File: config.mk
export PLATFORM = sky130hd
export DESIGN_NAME = fmul_72bit_issue_arbiter
export DESIGN_NICKNAME = d
export VERILOG_FILES = /design/src/rtl/fmul_72bit_arb_pkg.sv /design/src/rtl/fmul_72bit_arb_tag_fifo.sv /design/src/rtl/fmul_72bit_issue_arbiter.sv
export SDC_FILE = /design/constraint.sdc
export NUM_CORES = 1
export LEC_CHECK = 0
export CORE_AREA = 8 8 256 258
export CTS_CLUSTER_SIZE = 8
export DETAILED_ROUTE_END_ITERATION = 8
export DIE_AREA = 0 0 264 266
export PLACE_DENSITY = 0.4
export SETUP_SLACK_MARGIN = 0.4
export SYNTH_ARGS = -nofsm -noshare
export SYNTH_HDL_FRONTEND = slang
export SYNTH_SLANG_ARGS = --single-unit
File: constraint.sdc
create_clock -name iCLOCK -period 3.8 [get_ports iCLOCK]
set_input_delay 0.76 -clock iCLOCK [delete_from_list [all_inputs] [get_ports iCLOCK]]
set_output_delay 0.76 -clock iCLOCK [all_outputs]
set_load 0.005 [all_outputs]
File: src/rtl/fmul_72bit_arb_pkg.sv
// fmul_72bit_arb_pkg: shared width, data type and requester tag for the 72-bit multiplier issue arbiter
package fmul_72bit_arb_pkg;
    localparam int FMUL72_W = 72;
    typedef logic [FMUL72_W-1:0] fmul72_data_t;
    typedef enum logic {TAG_REQ0, TAG_REQ1} fmul72_tag_t;
endpackage

File: src/rtl/fmul_72bit_arb_tag_fifo.sv
// fmul_72bit_arb_tag_fifo: in-order owner-tag FIFO for in-flight multiplier operations
module fmul_72bit_arb_tag_fifo
    import fmul_72bit_arb_pkg::*;
#(
    parameter int P_DEPTH = 8
) (
    input  logic                       iCLOCK,
    input  logic                       inRESET,
    input  logic                       iRESET_SYNC,
    input  logic                       iPUSH,
    input  fmul72_tag_t                iPUSH_TAG,
    input  logic                       iPOP,
    output fmul72_tag_t                oHEAD,
    output logic                       oEMPTY,
    output logic                       oFULL,
    output logic [$clog2(P_DEPTH):0]   oCOUNT
);
    localparam int LP_AW = $clog2(P_DEPTH);
    localparam logic [LP_AW:0] LP_FULL = (LP_AW+1)'(P_DEPTH);

    logic [LP_AW-1:0] r_wr_ptr;
    logic [LP_AW-1:0] r_rd_ptr;
    logic [LP_AW:0]   r_count;
    fmul72_tag_t      r_mem [P_DEPTH];

    // pointers wrap naturally because the depth is a power of two
    always_ff @(posedge iCLOCK or negedge inRESET) begin
        if (!inRESET) begin
            r_wr_ptr <= '0;
            r_rd_ptr <= '0;
            r_count  <= '0;
        end else if (iRESET_SYNC) begin
            r_wr_ptr <= '0;
            r_rd_ptr <= '0;
            r_count  <= '0;
        end else begin
            if (iPUSH) r_wr_ptr <= r_wr_ptr + 1'b1;
            if (iPOP) r_rd_ptr <= r_rd_ptr + 1'b1;
            r_count <= r_count + (LP_AW+1)'(iPUSH) - (LP_AW+1)'(iPOP);
        end
    end

    // tag storage needs no reset; only entries below the count are ever read
    always_ff @(posedge iCLOCK) begin
        if (iPUSH) r_mem[r_wr_ptr] <= iPUSH_TAG;
    end

    assign oHEAD  = r_mem[r_rd_ptr];
    assign oEMPTY = r_count == '0;
    assign oFULL  = r_count == LP_FULL;
    assign oCOUNT = r_count;
endmodule

File: src/rtl/fmul_72bit_issue_arbiter.sv
// fmul_72bit_issue_arbiter: two-requester issue arbiter and result steering for a shared 72-bit multiplier (FMUL72_ARB_FIXED_PRIORITY_EN selects fixed priority)
module fmul_72bit_issue_arbiter
    import fmul_72bit_arb_pkg::*;
#(
    parameter int P_DEPTH = 8
) (
    input  logic         iCLOCK,
    input  logic         inRESET,
    input  logic         iRESET_SYNC,
    input  logic         iREQ0_VALID,
    output logic         oREQ0_BUSY,
    input  fmul72_data_t iREQ0_DATA_A,
    input  fmul72_data_t iREQ0_DATA_B,
    input  logic         iREQ1_VALID,
    output logic         oREQ1_BUSY,
    input  fmul72_data_t iREQ1_DATA_A,
    input  fmul72_data_t iREQ1_DATA_B,
    output logic         oPIPE_VALID,
    input  logic         iPIPE_BUSY,
    output fmul72_data_t oPIPE_DATA_A,
    output fmul72_data_t oPIPE_DATA_B,
    input  logic         iPIPE_VALID,
    output logic         oPIPE_BUSY,
    input  fmul72_data_t iPIPE_DATA,
    output logic         oRES0_VALID,
    input  logic         iRES0_BUSY,
    output logic         oRES1_VALID,
    input  logic         iRES1_BUSY,
    output fmul72_data_t oRES0_DATA,
    output fmul72_data_t oRES1_DATA,
    output logic         oIDLE,
    output logic         oERROR
);
    logic                     r_pipe_valid;
    fmul72_data_t             r_pipe_a;
    fmul72_data_t             r_pipe_b;
    logic                     r_error;
    logic                     w_rst_act;
    logic                     w_load_en;
    logic                     w_ok;
    logic                     w_grant1;
    logic                     w_acc0;
    logic                     w_acc1;
    logic                     w_acc;
    fmul72_tag_t              w_acc_tag;
    fmul72_tag_t              w_head;
    logic                     w_empty;
    logic                     w_full;
    logic [$clog2(P_DEPTH):0] w_count;
    logic                     w_pop;

    assign w_rst_act = !inRESET || iRESET_SYNC;
    assign w_load_en = !r_pipe_valid || !iPIPE_BUSY;
    assign w_ok      = !w_rst_act && w_load_en && !w_full;

`ifdef FMUL72_ARB_FIXED_PRIORITY_EN
    assign w_grant1 = iREQ1_VALID && !iREQ0_VALID;
`else
    fmul72_tag_t r_rr_last;
    assign w_grant1 = iREQ1_VALID && (!iREQ0_VALID || r_rr_last == TAG_REQ0);

    // remember the last accepted requester so a tie goes to the other one
    always_ff @(posedge iCLOCK or negedge inRESET) begin
        if (!inRESET) r_rr_last <= TAG_REQ1;
        else if (iRESET_SYNC) r_rr_last <= TAG_REQ1;
        else if (w_acc) r_rr_last <= w_acc_tag;
    end
`endif

    assign w_acc0     = iREQ0_VALID && !w_grant1 && w_ok;
    assign w_acc1     = w_grant1 && w_ok;
    assign w_acc      = w_acc0 || w_acc1;
    assign w_acc_tag  = w_acc1 ? TAG_REQ1 : TAG_REQ0;
    assign oREQ0_BUSY = !w_acc0;
    assign oREQ1_BUSY = !w_acc1;

    // issue register: load on accept, drain when the multiplier takes the operands
    always_ff @(posedge iCLOCK or negedge inRESET) begin
        if (!inRESET) begin
            r_pipe_valid <= 1'b0;
            r_pipe_a     <= '0;
            r_pipe_b     <= '0;
        end else if (iRESET_SYNC) begin
            r_pipe_valid <= 1'b0;
            r_pipe_a     <= '0;
            r_pipe_b     <= '0;
        end else if (w_acc) begin
            r_pipe_valid <= 1'b1;
            r_pipe_a     <= w_acc1 ? iREQ1_DATA_A : iREQ0_DATA_A;
            r_pipe_b     <= w_acc1 ? iREQ1_DATA_B : iREQ0_DATA_B;
        end else if (w_load_en) begin
            r_pipe_valid <= 1'b0;
        end
    end

    fmul_72bit_arb_tag_fifo #(.P_DEPTH(P_DEPTH)) u_tag_fifo (
        .iCLOCK      (iCLOCK),
        .inRESET     (inRESET),
        .iRESET_SYNC (iRESET_SYNC),
        .iPUSH       (w_acc),
        .iPUSH_TAG   (w_acc_tag),
        .iPOP        (w_pop),
        .oHEAD       (w_head),
        .oEMPTY      (w_empty),
        .oFULL       (w_full),
        .oCOUNT      (w_count)
    );

    assign oRES0_VALID = iPIPE_VALID && !w_empty && w_head == TAG_REQ0;
    assign oRES1_VALID = iPIPE_VALID && !w_empty && w_head == TAG_REQ1;
    assign oRES0_DATA  = iPIPE_DATA;
    assign oRES1_DATA  = iPIPE_DATA;
    assign oPIPE_BUSY  = !w_empty && (w_head == TAG_REQ0 ? iRES0_BUSY : iRES1_BUSY);
    assign w_pop       = iPIPE_VALID && !w_empty && !oPIPE_BUSY;

    // sticky flag for a result that had no owner tag waiting
    always_ff @(posedge iCLOCK or negedge inRESET) begin
        if (!inRESET) r_error <= 1'b0;
        else if (iRESET_SYNC) r_error <= 1'b0;
        else if (iPIPE_VALID && w_empty) r_error <= 1'b1;
    end

    assign oPIPE_VALID  = r_pipe_valid;
    assign oPIPE_DATA_A = r_pipe_a;
    assign oPIPE_DATA_B = r_pipe_b;
    assign oIDLE        = w_count == '0 && !r_pipe_valid;
    assign oERROR       = r_error;
endmodule

# Yosys cells after proc, flatten, opt, wreduce, memory -nomap -nowiden
# Memories as Yosys holds them, arrays and structs flattened.
# Index checks and enable logic that the tools add are counted.
# totals
ff_bits,157
mem_bits_rw,8
in_bits,369
output_inout_bits,296
word_cells,71
memories,1
# op_classes
add_sub_neg,4
n_eq_ne,1
muxes,22
n_bitwise,2
n_reduce_logical,33
# memory_table
name,words,word_bits,rd,rd_ports_with_merged_regs,write_ports,line,rtl
u_tag_fifo.r_mem,8,1,1,0,1,fmul_72bit_arb_tag_fifo.sv:24,fmul72_tag_t r_mem [P_DEPTH];
# ops
operator,n
72-bit 2-to-1 mux,6
1-bit logical AND,13
3-bit 2-to-1 mux,4
1-bit logical NOT,11
1-bit 2-to-1 mux,11
"3-bit by 1-bit adder with 3-bit output, second input constant",2
2-bit nonzero test,3
4-bit by 1-bit adder with 4-bit output,1
"4-bit equality test, second input constant",1
4-bit logical NOT,1
1-bit logical OR,4
4-bit 2-to-1 mux,1
4-bit by 1-bit subtractor with 4-bit output,1
3-bit nonzero test,1
1-bit inverter,2

# Logic depth before layout (Yosys ltp)
# Gate-level depths: netlist (run 1).
# depth
ltp_word,10
mapped_depth,16
depth_no_buf,12

# Cells and area by module
# Synthesis (run 1) repeated with hierarchy kept, for this count alone.
# unflattened
cells_unflattened,871
area_unflattened_um2,10119.7
# modules_own_cells
mod,n_inst,cells_per_inst,area_each_um2,seq_area_each_um2
fmul_72bit_issue_arbiter,1,795,9203.8,3679.8
fmul_72bit_arb_tag_fifo,1,76,915.9,490.5

# Worst setup path before layout (run 1)
# No wires, ideal clock.
# synth_path
kind,in2reg
start,input iREQ0_VALID
end,register u_tag_fifo.r_count[1] (netlist: u_tag_fifo.oCOUNT[1])
setup_ns,0.132
t_arrival_ns,2.900
required_time_ns,3.668
setup_slack_ns,0.768
stages,12
n_path_buf,4
cell_sequence,or2_2 and4_1 buf_2 inv_2 buf_4 buf_4 buf_2 ha_1 inv_1 ha_1 fa_1 nor2b_1
# synth_via
elab_chain_len,10
elab_cells_between_ends,11
# synth_lines
element,line,rtl
from (decl),fmul_72bit_issue_arbiter.sv:10,"input logic iREQ0_VALID,"
1-bit logical NOT,fmul_72bit_issue_arbiter.sv:60,assign w_grant1 = iREQ1_VALID && (!iREQ0_VALID || r_rr_last == TAG_REQ0);
1-bit logical OR,fmul_72bit_issue_arbiter.sv:60,
1-bit logical AND,fmul_72bit_issue_arbiter.sv:60,
1-bit logical NOT,fmul_72bit_issue_arbiter.sv:70,assign w_acc0 = iREQ0_VALID && !w_grant1 && w_ok;
1-bit logical AND (2 in series),fmul_72bit_issue_arbiter.sv:70,
1-bit logical OR (*),fmul_72bit_issue_arbiter.sv:72,assign w_acc = w_acc0 || w_acc1;
4-bit by 1-bit adder with 4-bit output (*),fmul_72bit_arb_tag_fifo.sv:39,r_count <= r_count + (LP_AW+1)'(iPUSH) - (LP_AW+1)'(iPOP);
4-bit by 1-bit subtractor with 4-bit output (*),fmul_72bit_arb_tag_fifo.sv:39,
4-bit 2-to-1 mux (*),fmul_72bit_arb_tag_fifo.sv:32,end else if (iRESET_SYNC) begin
to (signal assigned),fmul_72bit_arb_tag_fifo.sv:39,
to (decl),fmul_72bit_arb_tag_fifo.sv:23,logic [LP_AW:0] r_count;
# Every way passes the cells marked *; elsewhere a longest branch is shown, timed or not.
# A chain may end at the register's enable or synchronous reset.

# Worst setup path in the final report (run 1)
# layout_path
start,register u_tag_fifo.r_count[2] (netlist: u_tag_fifo.oCOUNT[2])
end,output oREQ1_BUSY
# layout_via
elab_chain_len,5
# layout_lines
element,line,rtl
4-bit equality test,fmul_72bit_arb_tag_fifo.sv:50,assign oFULL = r_count == LP_FULL;
1-bit logical NOT,fmul_72bit_issue_arbiter.sv:54,assign w_ok = !w_rst_act && w_load_en && !w_full;
1-bit logical AND,fmul_72bit_issue_arbiter.sv:54,
1-bit logical AND,fmul_72bit_issue_arbiter.sv:71,assign w_acc1 = w_grant1 && w_ok;
1-bit logical NOT,fmul_72bit_issue_arbiter.sv:75,assign oREQ1_BUSY = !w_acc1;
to (decl),fmul_72bit_issue_arbiter.sv:15,"output logic oREQ1_BUSY,"
# Every way passes these cells.

==> results of run 1 <==
layer usage:
layer  part of all wire (%)  vias to the layer above  global-route usage, %
met5                      0                        -                      0
met4                    3.3                        0                   4.59
met3                    8.0                       59                   4.24
met2                     47                      337                   16.0
met1                     42                     3417                   11.3
li1                       -                     3524                      -
worst register-to-register path, cell delays in order (launching register included):
cell and delay [ns]:
dfrtp_2 0.42, mux4_2 0.55, mux2i_4 0.26, mux2i_1 0.42, ha_1 0.31, inv_1 0.06, ha_1 0.18, fa_1 0.41
nor2b_1 0.13
sequential cells by signal (all words and copies together), names as in the netlist:
signal,count
oERROR,1
oPIPE_DATA_A,72
oPIPE_DATA_B,72
oPIPE_VALID,1
r_rr_last,1
u_tag_fifo.oCOUNT,4
u_tag_fifo.r_mem,8
u_tag_fifo.r_rd_ptr,3
u_tag_fifo.r_wr_ptr,3
final timing paths:
path,to,depth (start not counted)
hold / removal,oPIPE_DATA_B[42],2
max in group asynchronous,oPIPE_DATA_B[53],3
setup reg to reg,u_tag_fifo.oCOUNT[1],8
setup / recovery,oREQ1_BUSY,7
hold reg to reg,oPIPE_DATA_A[4],2
min in group iCLOCK,oPIPE_DATA_A[4],2
Yosys cell counts (all sizes together):
library cell,count
mux2i,149
and2,1
nor4,1
clkbuf,32
nand3,1
dfrtp,156
and3,1
or3,1
nor2b,6
a21o,1
edfxtp,8
and4,1
nor2,12
mux2,2
nand2,6
mux4,2
buf,179
a31oi,1
ha,8
nand2b,6
dfstp,1
fa,1
or3b,2
xnor2,3
clkinv,1
or2,1
a211o,1
a21boi,1
nand3b,146
inv,7
a21oi,4
nor3,4
nand4b,2
o21ai,146
power by group through the flow:
stage | logic, µW | registers [µW] | clock network (µW)
after floorplan | 779 | 2180 | 0
after global placement | 1700 | 2180 | 0
after detailed placement | 1700 | 2180 | 0
after CTS | 1700 | 2150 | 1900
after global routing | 1820 | 2190 | 1940
final | 1660 | 2150 | 1770
per-stage QoR:
| step | power, µW | instances | area (µm²) | hold WS [ns] |
|---|---|---|---|---|
| after floorplan | 2960 | 894 | 9560 | 0.464 |
| after detailed placement | 3880 | 1930 | 13700 | 0.497 |
| after global placement | 3880 | 1930 | 13700 | 0.492 |
| after global routing | 5950 | 1963 | 14200 | 0.336 |
| final | 5580 | 1964 | 14200 | 0.316 |
| after CTS | 5750 | 1962 | 14200 | 0.308 |
kinds of logic after synthesis:
group,Yosys count
AND/OR/NAND/NOR,191
multiplexers,153
XOR/XNOR,3
AO/OA/AOI/OAI,154
buffers and inverters,219
flip-flops,165
adder cells (fa/ha/maj),9
cell type report:
class | count | area [µm²] | area share [%]
Clock inverter | 10 | 106 | 0.747
Multi-Input combinational cell | 510 | 3840 | 27.0
Clock buffer | 22 | 464 | 3.26
Tap cell | 790 | 988 | 6.94
Sequential cell | 165 | 4170 | 29.3
Timing Repair Buffer | 457 | 4610 | 32.4
Inverter | 8 | 45.0 | 0.316
Antenna cell | 2 | 5.00 | 0.0351
repair_timing:
item / CTS / global route
gates cloned: 0 / 0
endpoints found under the setup margin: 1 / 1
resized for setup: 2 / 1
==> results by group, run 1 <==
Power
  • P_leak: approximately 0.0063 µW
  • VDD IR max: ~0.00032 V
  • Power share of the clock group: 31.8%
  • Net Sw Frac: 28.8%
  • Pwr dens: a little under 400 mW/mm²
  • Pint: ~4000 µW
  • Comb pwr share: a little under 30%
  • Psw: 1600 µW
  • Flop pwr share: 38.5%

Job
  • Maxcap violations: 0

CTS
  • Cts bufs inserted: 17
  • CTS Buffer Depth: 2
  • Worst-skew pair later-pin latency: ~0.47 ns
  • Clk sink count: roughly 170
  • Post-CTS Hold Buffers: 0
  • Worst-path clk slew: ~0.07 ns
  • CTS H-tree lvls: 4
  • Post-CTS setup buffers: 0
  • CTS tree: built
  • Clock root buffer master: clkbuf_16

Setup path
  • Top Family by Delay on Critical Path: simple AND/OR/NAND/NOR gates
  • WP data required: slightly above 3 ns
  • Startpoint types: flip-flop
  • Critical Path Slowest Stage Cell: clkdlybuf4s50_1
  • Worst path bufs/invs: 3
  • Worst R2R Start: u_tag_fifo.r_rd_ptr[0]
  • Crit Path Max Fanout: 10
  • Worst EP arrival: 2.49 ns
  • Worst reg2reg setup slack: a little over 0.9 ns
  • Crit path cell chain: inv_1, ha_1, or3b_1, and3_4, and2_4, inv_8, clkdlybuf4s50_1
  • CP endpoint kind: primary output
  • Start point of the critical path: u_tag_fifo.oCOUNT[2]
  • Crit path largest cell delay: about 0.51 ns
  • WS Path Type: flip-flop to primary output

Route
  • DRT Pass-1 Iters: 4
  • Residual DRC count: 0
  • Vias: approximately 7300
  • Number of vias per cell: 3.74
  • 1st-iter DRT viols: between 300 and 400
  • Detail Route Antenna Nets: 0
  • Wirelength, routed: between 30000 and 40000 µm
  • WL per Instance: between 15 and 20 µm

Cells and area
  • Layout cell share with drive strength beyond 1: under 10%
  • Commonest non-fill, non-tap cell in the layout: clkdlybuf4s50_1
  • Fill cell count: ~6600
  • Most frequent cells in the layout: 446 x clkdlybuf4s50_1, 155 x dfrtp_1, 148 x mux2i_1
  • Fin nets: about 1500
  • Post-layout util: a little under a quarter
  • Area Growth Syn to Fin: 49.0%

Timing
  • Period utilization: 85.4%
  • Slew Limit Fails: 0
  • Min Tclk post-route: between 3 and 4 ns
  • RSZ-0062 raised after global routing: false
  • Max-slew headroom: 43.5%
  • Final WS setup: approximately 0.55 ns
  • Setup TNS Final: 0 ns
  • Slew @ Worst Pin: approximately 0.85 ns
  • Clock Skew: roughly 0.012 ns
  • Final setup vio count: 0
  • Hold Vio Cnt, Final: 0
  • Max Freq: roughly 0.31 GHz

Placed design
  • IO Port Bufs: about 450
  • DP Wirelength: 26300 µm
  • GP Congestion: 0.754
  • Pre-CTS setup slack: ~0.61 ns

Synthesis
  • Dominant cell type by area after synthesis: dfrtp_1
  • Post-Syn Nets: around 1300
  • Simple-gate portion of the synthesized area: between 10% and 20%
  • Distinct cells, synth: between 40 and 50
  • Post-synthesis mux area share: 16.4%
  • Synth Area in Adders: under 10%
  • Synthesis-stage register bit count: approximately 170
  • Mapped Area: 0.00956 mm²
  • Syn Inst Count: a little under 900
  • Yosys top cell area share: between 40% and 50%
  • Synth Warn #: 0
  • Largest family of logic cells by synthesized area: multiplexers
  • Complex-gate fraction of the synthesized area: roughly 8%
  • Synth area leaders: dfrtp_1 41%, mux2i_1 16%, buf_4 12%, nand3b_1 11%, o21ai_1 4.5%
  • Avg Inst Size Synth: between 10 and 15 µm²
  • Part of the Yosys area used for sequential elements: between 40% and 50%
  • Post-synthesis xor/xnor area fraction: 0.275%

GRT
  • Vias in the first global route: roughly 8000
  • GRT Total Usage: around 10%
  • Overflow after GRT: 0
  • First-pass GRT wire length: 52600 µm
  • Antenna violations before repair: 1
  • Largest net degree at the start of global routing: approximately 160

Floorplan
  • Initial Util: around 16%
  • Core Box Area: between 0.06 and 0.07 mm²
  • I/O pins: approximately 670
  • Die W: about 260 µm
  • DIE HEIGHT: about 270 µm
  • Die area: about 0.070 mm²
  • Row cnt: between 90 and 100

Run status
  • Outcome: complete, no violations

Min path
  • Hold crit path type: input port to async pin
Note: power is estimated with default switching activity, not from simulation.
==> run 2: changes to the inputs <==
--- a/config.mk
+++ b/config.mk
@@ -10,7 +10,8 @@
 export DETAILED_ROUTE_END_ITERATION = 8
 export DIE_AREA = 0 0 264 266
 export PLACE_DENSITY = 0.4
-export SETUP_SLACK_MARGIN = 0.4
+export SETUP_SLACK_MARGIN = 0.02
+export SLEW_MARGIN = 40
 export SYNTH_ARGS = -nofsm -noshare
 export SYNTH_HDL_FRONTEND = slang
 export SYNTH_SLANG_ARGS = --single-unit
==> run 2 against run 1 <==
  * Clock-buffer cell count unchanged
  * Global-route usage about the same
  * Die area unchanged
  * Hold slack better by 0.0022 ns
  * Sequential power about the same
  * Power up 3.7%
  * Critical endpoint unchanged
  * Highest routed layer unchanged
==> results by group, run 2 (synthesis gave the netlist of run 1 again) <==
Timing
  • Period utilization: between 80% and 90%
  • Max Freq: a little under 0.3 GHz
  • RSZ-0062 raised after global routing: false
  • Slew @ Worst Pin: approximately 0.84 ns
  • Hold Vio Cnt, Final: 0
  • Clock Skew: approximately 0.011 ns
  • Slew Limit Fails: 0
  • Max-slew headroom: 43.7%
  • Final setup vio count: 0
  • Setup TNS Final: 0 ns
  • Hold WS: 0.318 ns
  • Min Tclk post-route: between 3 and 4 ns

Setup path
  • Crit path largest cell delay: approximately 0.52 ns
  • Crit path cell chain: inv_1, ha_1, or3b_1, and3_4, and2_1, inv_8, clkdlybuf4s50_1
  • Worst EP arrival: about 2.6 ns
  • WS Path Type: flip-flop to primary output
  • CP endpoint kind: primary output
  • Critical Path Slowest Stage Cell: clkdlybuf4s50_1
  • WP data required: 3.04 ns
  • Crit Path Max Fanout: 10
  • Startpoint types: flip-flop

CTS
  • CTS H-tree lvls: 4
  • Clock root buffer master: clkbuf_16
  • Post-CTS setup buffers: 0
  • Cts bufs inserted: 17
  • Count of cells resized by post-cts repair: 0
  • CTS Buffer Depth: 2
  • CTS tree: built
  • Worst-path clk slew: about 0.07 ns
  • Clk sink count: around 170
  • Post-CTS Hold Buffers: 0
  • Worst-skew pair later-pin latency: 0.46 ns

Floorplan
  • Core Box Area: a little over 0.06 mm²
  • Initial Util: 15.6%
  • DIE HEIGHT: ~270 µm
  • Die W: around 260 µm
  • I/O pins: roughly 670
  • Row cnt: 91
  • Die area: 0.0702 mm²

Job
  • Maxcap violations: 0

Placed design
  • DP Wirelength: roughly 26000 µm
  • IO Port Bufs: roughly 450
  • Placed insts: 1930
  • GP Congestion: between 0.7 and 0.8

Cells and area
  • Reg area: approximately 0.0042 mm²
  • Fill cell count: 6659
  • Area Growth Syn to Fin: 49.9%
  • Multi-input logic area: about 0.0038 mm²
  • Most frequent cells in the layout: 446 x clkdlybuf4s50_1, 156 x dfrtp_1, 148 x mux2i_1
  • Fin nets: between 1500 and 2000
  • Layout cell share with drive strength beyond 1: under 10%
  • Commonest non-fill, non-tap cell in the layout: clkdlybuf4s50_1
  • Finished Layout Cells: between 1500 and 2000
  • N_diodes: 0

Power
  • Pwr dens: between 400 and 500 mW/mm²
  • VDD IR max: 0.000315 V
  • P_leak: between 0.006 and 0.007 µW

GRT
  • GRT Total Usage: 9.88%
  • First-pass GRT wire length: between 50000 and 60000 µm
  • Vias in the first global route: 7929
  • Largest net degree at the start of global routing: about 160
  • Overflow after GRT: 0
  • Antenna violations before repair: 0

Route
  • DRT Pass-1 Iters: 4
  • Wirelength, routed: roughly 36000 µm
  • WL per Instance: approximately 18 µm
  • 1st-iter DRT viols: 239
  • Residual DRC count: 0
  • Vias: ~7300
  • Number of vias per cell: around 3.7
  • Detail Route Antenna Nets: 0

Min path
  • Hold crit path type: input port to async pin

Run status
  • Outcome: complete, no violations
[run 2: routing by layer]
| metal | track usage (%) | wire (µm) | vias up |
|---|---|---|---|
| li1 | - | - | 3522 |
| met1 | 11.3 | 14900 | 3427 |
| met2 | 16.0 | 16700 | 341 |
| met3 | 4.39 | 2960 | 53 |
| met4 | 4.13 | 999 | 0 |
| met5 | 0 | 0 | - |
[run 2: cell type report]
type / count / share of cell area, %
clock inverter: 10 / 1.16
tap: 790 / 6.90
sequential: 165 / 29.1
multi-input combinational: 510 / 26.8
inverter: 8 / 0.314
timing repair buffer: 457 / 32.3
clock buffer: 22 / 3.39
[run 2: worst paths after layout]
check                      cells after the start              endpoint  slack [ns]                    from
max in group asynchronous                      3      oPIPE_DATA_A[50]        2.48                 inRESET
min                                            2      oPIPE_DATA_B[42]        0.32                 inRESET
max reg2reg                                    8  u_tag_fifo.oCOUNT[1]        0.88  u_tag_fifo.r_rd_ptr[0]
min reg2reg                                    2       oPIPE_DATA_A[4]        0.51         oPIPE_DATA_A[4]
min in group iCLOCK                            2       oPIPE_DATA_A[4]        0.51         oPIPE_DATA_A[4]
max                                            7            oREQ1_BUSY        0.40    u_tag_fifo.oCOUNT[2]
[run 2: report_power, final]
group	internal, µW	switching, µW	total, µW
sequential	2000	142	2150
combinational	975	683	1660
clock	1180	802	1980
[run 2: worst max-delay path: cells and delay by family, from the launching register on]
family	cells	cell delay [ns]
fa+ha+maj	1	0.17
buf+inv	3	0.76
flops	1	0.36
simple gates	3	0.88
[run 2: through the flow]
stage          total power (µW)  util, %  worst slack, ns  instance area (µm²)
3_3_place_gp               3880     22.3            0.566                13700
3_5_place_dp               3880     22.3            0.606                13700
4_1_cts                    5950     23.4            0.327                14300
5_1_grt                    6160     23.4            0.224                14300
6_report                   5780     23.4            0.400                14300
2_1_floorplan              2960        -            0.768                 9560
==> run 3: changes to the inputs <==
--- a/config.mk
+++ b/config.mk
@@ -5,10 +5,12 @@
 export SDC_FILE = /design/constraint.sdc
 export NUM_CORES = 1
 export LEC_CHECK = 0
-export CORE_AREA = 8 8 256 258
+export ABC_AREA = 1
+export CORE_AREA = 8 8 255 257
 export CTS_CLUSTER_SIZE = 8
 export DETAILED_ROUTE_END_ITERATION = 8
-export DIE_AREA = 0 0 264 266
+export DIE_AREA = 0 0 263 265
+export GPL_TIMING_DRIVEN = 0
 export PLACE_DENSITY = 0.4
 export SETUP_SLACK_MARGIN = 0.02
 export SLEW_MARGIN = 40
==> run 3 against run 2 <==
  * Non-clock buffer count rose by 363
  * Largest cell class unchanged
  * Clock skew decreased by 0.0022 ns
  * Global-route usage rose by 4.3 points
==> results by group, run 3 <==
Floorplan
  • I/O pins: between 600 and 700
  • DIE HEIGHT: about 270 µm
  • Core Box Area: a little over 0.06 mm²
  • Initial Util: 15.5%
  • Die area: about 0.07 mm²
  • Die W: ~260 µm
  • Row cnt: 91

GRT
  • Largest net degree at the start of global routing: between 60 and 70
  • Global routing usage on met3: 6.23%
  • First-pass GRT wire length: ~73000 µm
  • Vias in the first global route: between 10000 and 15000
  • Antenna violations before repair: 11
  • Met2 global-route usage: 24.7%
  • Overflow after GRT: 0
  • GRT Total Usage: between 10% and 20%
  • Met1 Usage GRT: around 16%
  • GR peak layer: met2

Power
  • P_leak: 0.00700 µW
  • VDD IR max: about 0.00035 V
  • Final Power: between 6000 and 7000 µW
  • Pwr dens: roughly 350 mW/mm²

Placed design
  • IO Port Bufs: around 600
  • Pre-CTS setup slack: -0.0176 ns
  • DP Wirelength: 41900 µm
  • GP Congestion: 0.802

Synthesis
  • Distinct cells, synth: 34
  • Mapped Area: approximately 0.0095 mm²
  • Count leader, synth: o21ai_1
  • Dominant cell type by area after synthesis: dfrtp_1
  • Synth Warn #: 0
  • Syn Inst Count: 1084
  • Part of the Yosys area used for sequential elements: 44.1%
  • Top cells by count, synth: 201 x o21ai_1, 156 x dfrtp_1, 156 x nand3_1
  • Top FF cell, synth: dfrtp_1
  • Avg Inst Size Synth: 8.73 µm²
  • Number of enable flip-flop cells after synthesis: 8
  • Ys async rst share: 95.2%
  • Synthesis-stage register bit count: between 150 and 200
  • Post-Syn Nets: approximately 1500
  • Synth area leaders: dfrtp_1 41%, buf_4 12%, o21ai_1 11%, nand3_1 8.2%, or2_1 5.1%
  • Yosys top cell area share: roughly two fifths

Timing
  • Slew @ Worst Pin: 0.779 ns
  • Final setup vio count: 0
  • Slew Limit Fails: 0
  • Setup TNS Final: 0 ns
  • RSZ-0062 raised after global routing: false
  • Hold Vio Cnt, Final: 0
  • Max Freq: between 0.2 and 0.3 GHz
  • Final WS setup: between 0.15 and 0.2 ns
  • Min Tclk post-route: roughly 3.6 ns
  • Max-slew headroom: 48.1%
  • Clock Skew: just under 0.009 ns
  • Period utilization: a little over nine tenths

CTS
  • Clk sink count: around 170
  • Post-CTS Hold Buffers: 0
  • CTS H-tree lvls: 4
  • Cts bufs inserted: 17
  • CTS tree: built
  • Clock root buffer master: clkbuf_16
  • Worst-path clk slew: around 0.070 ns
  • Post-CTS setup buffers: 0
  • CTS Buffer Depth: 2
  • Count of cells resized by post-cts repair: 0
  • Worst-skew pair later-pin latency: 0.48 ns

Route
  • WL per Instance: roughly 20 µm
  • DRT Pass-1 Iters: 5
  • Number of vias per cell: about 3.9
  • Vias: 9791
  • 1st-iter DRT viols: 414
  • Wirelength, routed: approximately 51000 µm
  • Detail Route Antenna Nets: 0
  • Residual DRC count: 0

Setup path
  • WS Path Type: input port to primary output
  • CP endpoint kind: primary output
  • Worst reg2reg setup slack: ~1.0 ns
  • R2R Path End: u_tag_fifo.oCOUNT[2]
  • Cells on worst reg2reg path: 14
  • Worst setup path end: oREQ1_BUSY
  • WP data required: ~3.0 ns
  • Worst EP arrival: between 2 and 3 ns
  • Worst R2R Start: u_tag_fifo.r_rd_ptr[0]
  • Crit Path Max Fanout: 10
  • Startpoint types: input port
  • Start point of the critical path: iRESET_SYNC

Cells and area
  • Reg area: approximately 0.0042 mm²
  • Multi-input logic area: between 0.003 and 0.004 mm²
  • Fin nets: between 2000 and 2500
  • Commonest non-fill, non-tap cell in the layout: clkdlybuf4s50_1
  • Most frequent cells in the layout: 591 x clkdlybuf4s50_1, 201 x o21ai_1, 156 x nand3_1, 156 x dfrtp_1, 145 x buf_4
  • Area Growth Syn to Fin: 80.3%
  • Layout cell share with drive strength beyond 1: ~16%
  • Fill cell count: 6589

Run status
  • Outcome: complete, no violations

Min path
  • Hold crit path type: input port to async pin

Job
  • Maxcap violations: 0
[run 3: cell type report]
type / instances / share of cell area (%)
repair buffers: 595 / 35.3
flip-flops and latches: 165 / 24.4
well taps: 790 / 5.79
inverters: 30 / 0.674
diodes: 1 / 0.0147
plain buffers: 225 / 9.35
multi-input cells: 664 / 21.0
clock inverters: 11 / 0.740
clock buffers: 20 / 2.73
[run 3: how the worst min path moves through the flow]
stage / start / end / slack, ns / cells after the start
after global routing: inRESET / oPIPE_DATA_A[32] / 0.15 / 1
after detailed placement: oPIPE_DATA_B[11] / oPIPE_DATA_B[11] / 0.51 / 2
after CTS: inRESET / oPIPE_DATA_A[32] / 0.12 / 1
after global placement: oPIPE_DATA_A[41] / oPIPE_DATA_A[41] / 0.50 / 2
final: inRESET / oPIPE_DATA_A[32] / 0.16 / 1
after floorplan: inRESET / oERROR / 0.46 / 0
[run 3: cell families (layout without fill, tap and decap cells)]
group	Yosys count	after routing	share of synthesized area, %
buffers and inverters	255	881	18.1
AO/OA/AOI/OAI	302	302	16.2
XOR/XNOR	2	2	0.185
AND/OR/NAND/NOR	351	351	20.2
flip-flops	165	165	44.1
adder cells (fa/ha/maj)	9	9	1.27
other	0	1	0
[run 3: metrics by stage]
step	util [%]	area, µm²	hold WS (ns)	std cells
2_1_floorplan	-	9460	0.464	1084
3_3_place_gp	26.8	16400	0.501	2466
3_5_place_dp	26.9	16400	0.506	2468
4_1_cts	28.0	17100	0.121	2500
5_1_grt	28.0	17100	0.150	2500
6_report	28.0	17100	0.156	2501
[run 3: per-layer routing]
metal,up-vias,wire length [µm]
li1,4753,-
met1,4593,20400
met2,391,25800
met3,40,4460
met4,14,699
met5,-,90
[run 3: critical path, stage by stage]
cell and delay, ns:
clkdlybuf4s50_1 0.63, inv_2 0.06, and3_4 0.17, nand2_4 0.09, nor2_4 0.05, buf_6 0.19
inv_4 0.08, buf_6 0.15, buf_6 0.16, clkdlybuf4s50_1 0.51
[run 3: power breakdown]
part / internal, µW / switching [µW]
clock: 1020 / 799
sequential: 2000 / 140
combinational: 1200 / 905
total: 4210 / 1840
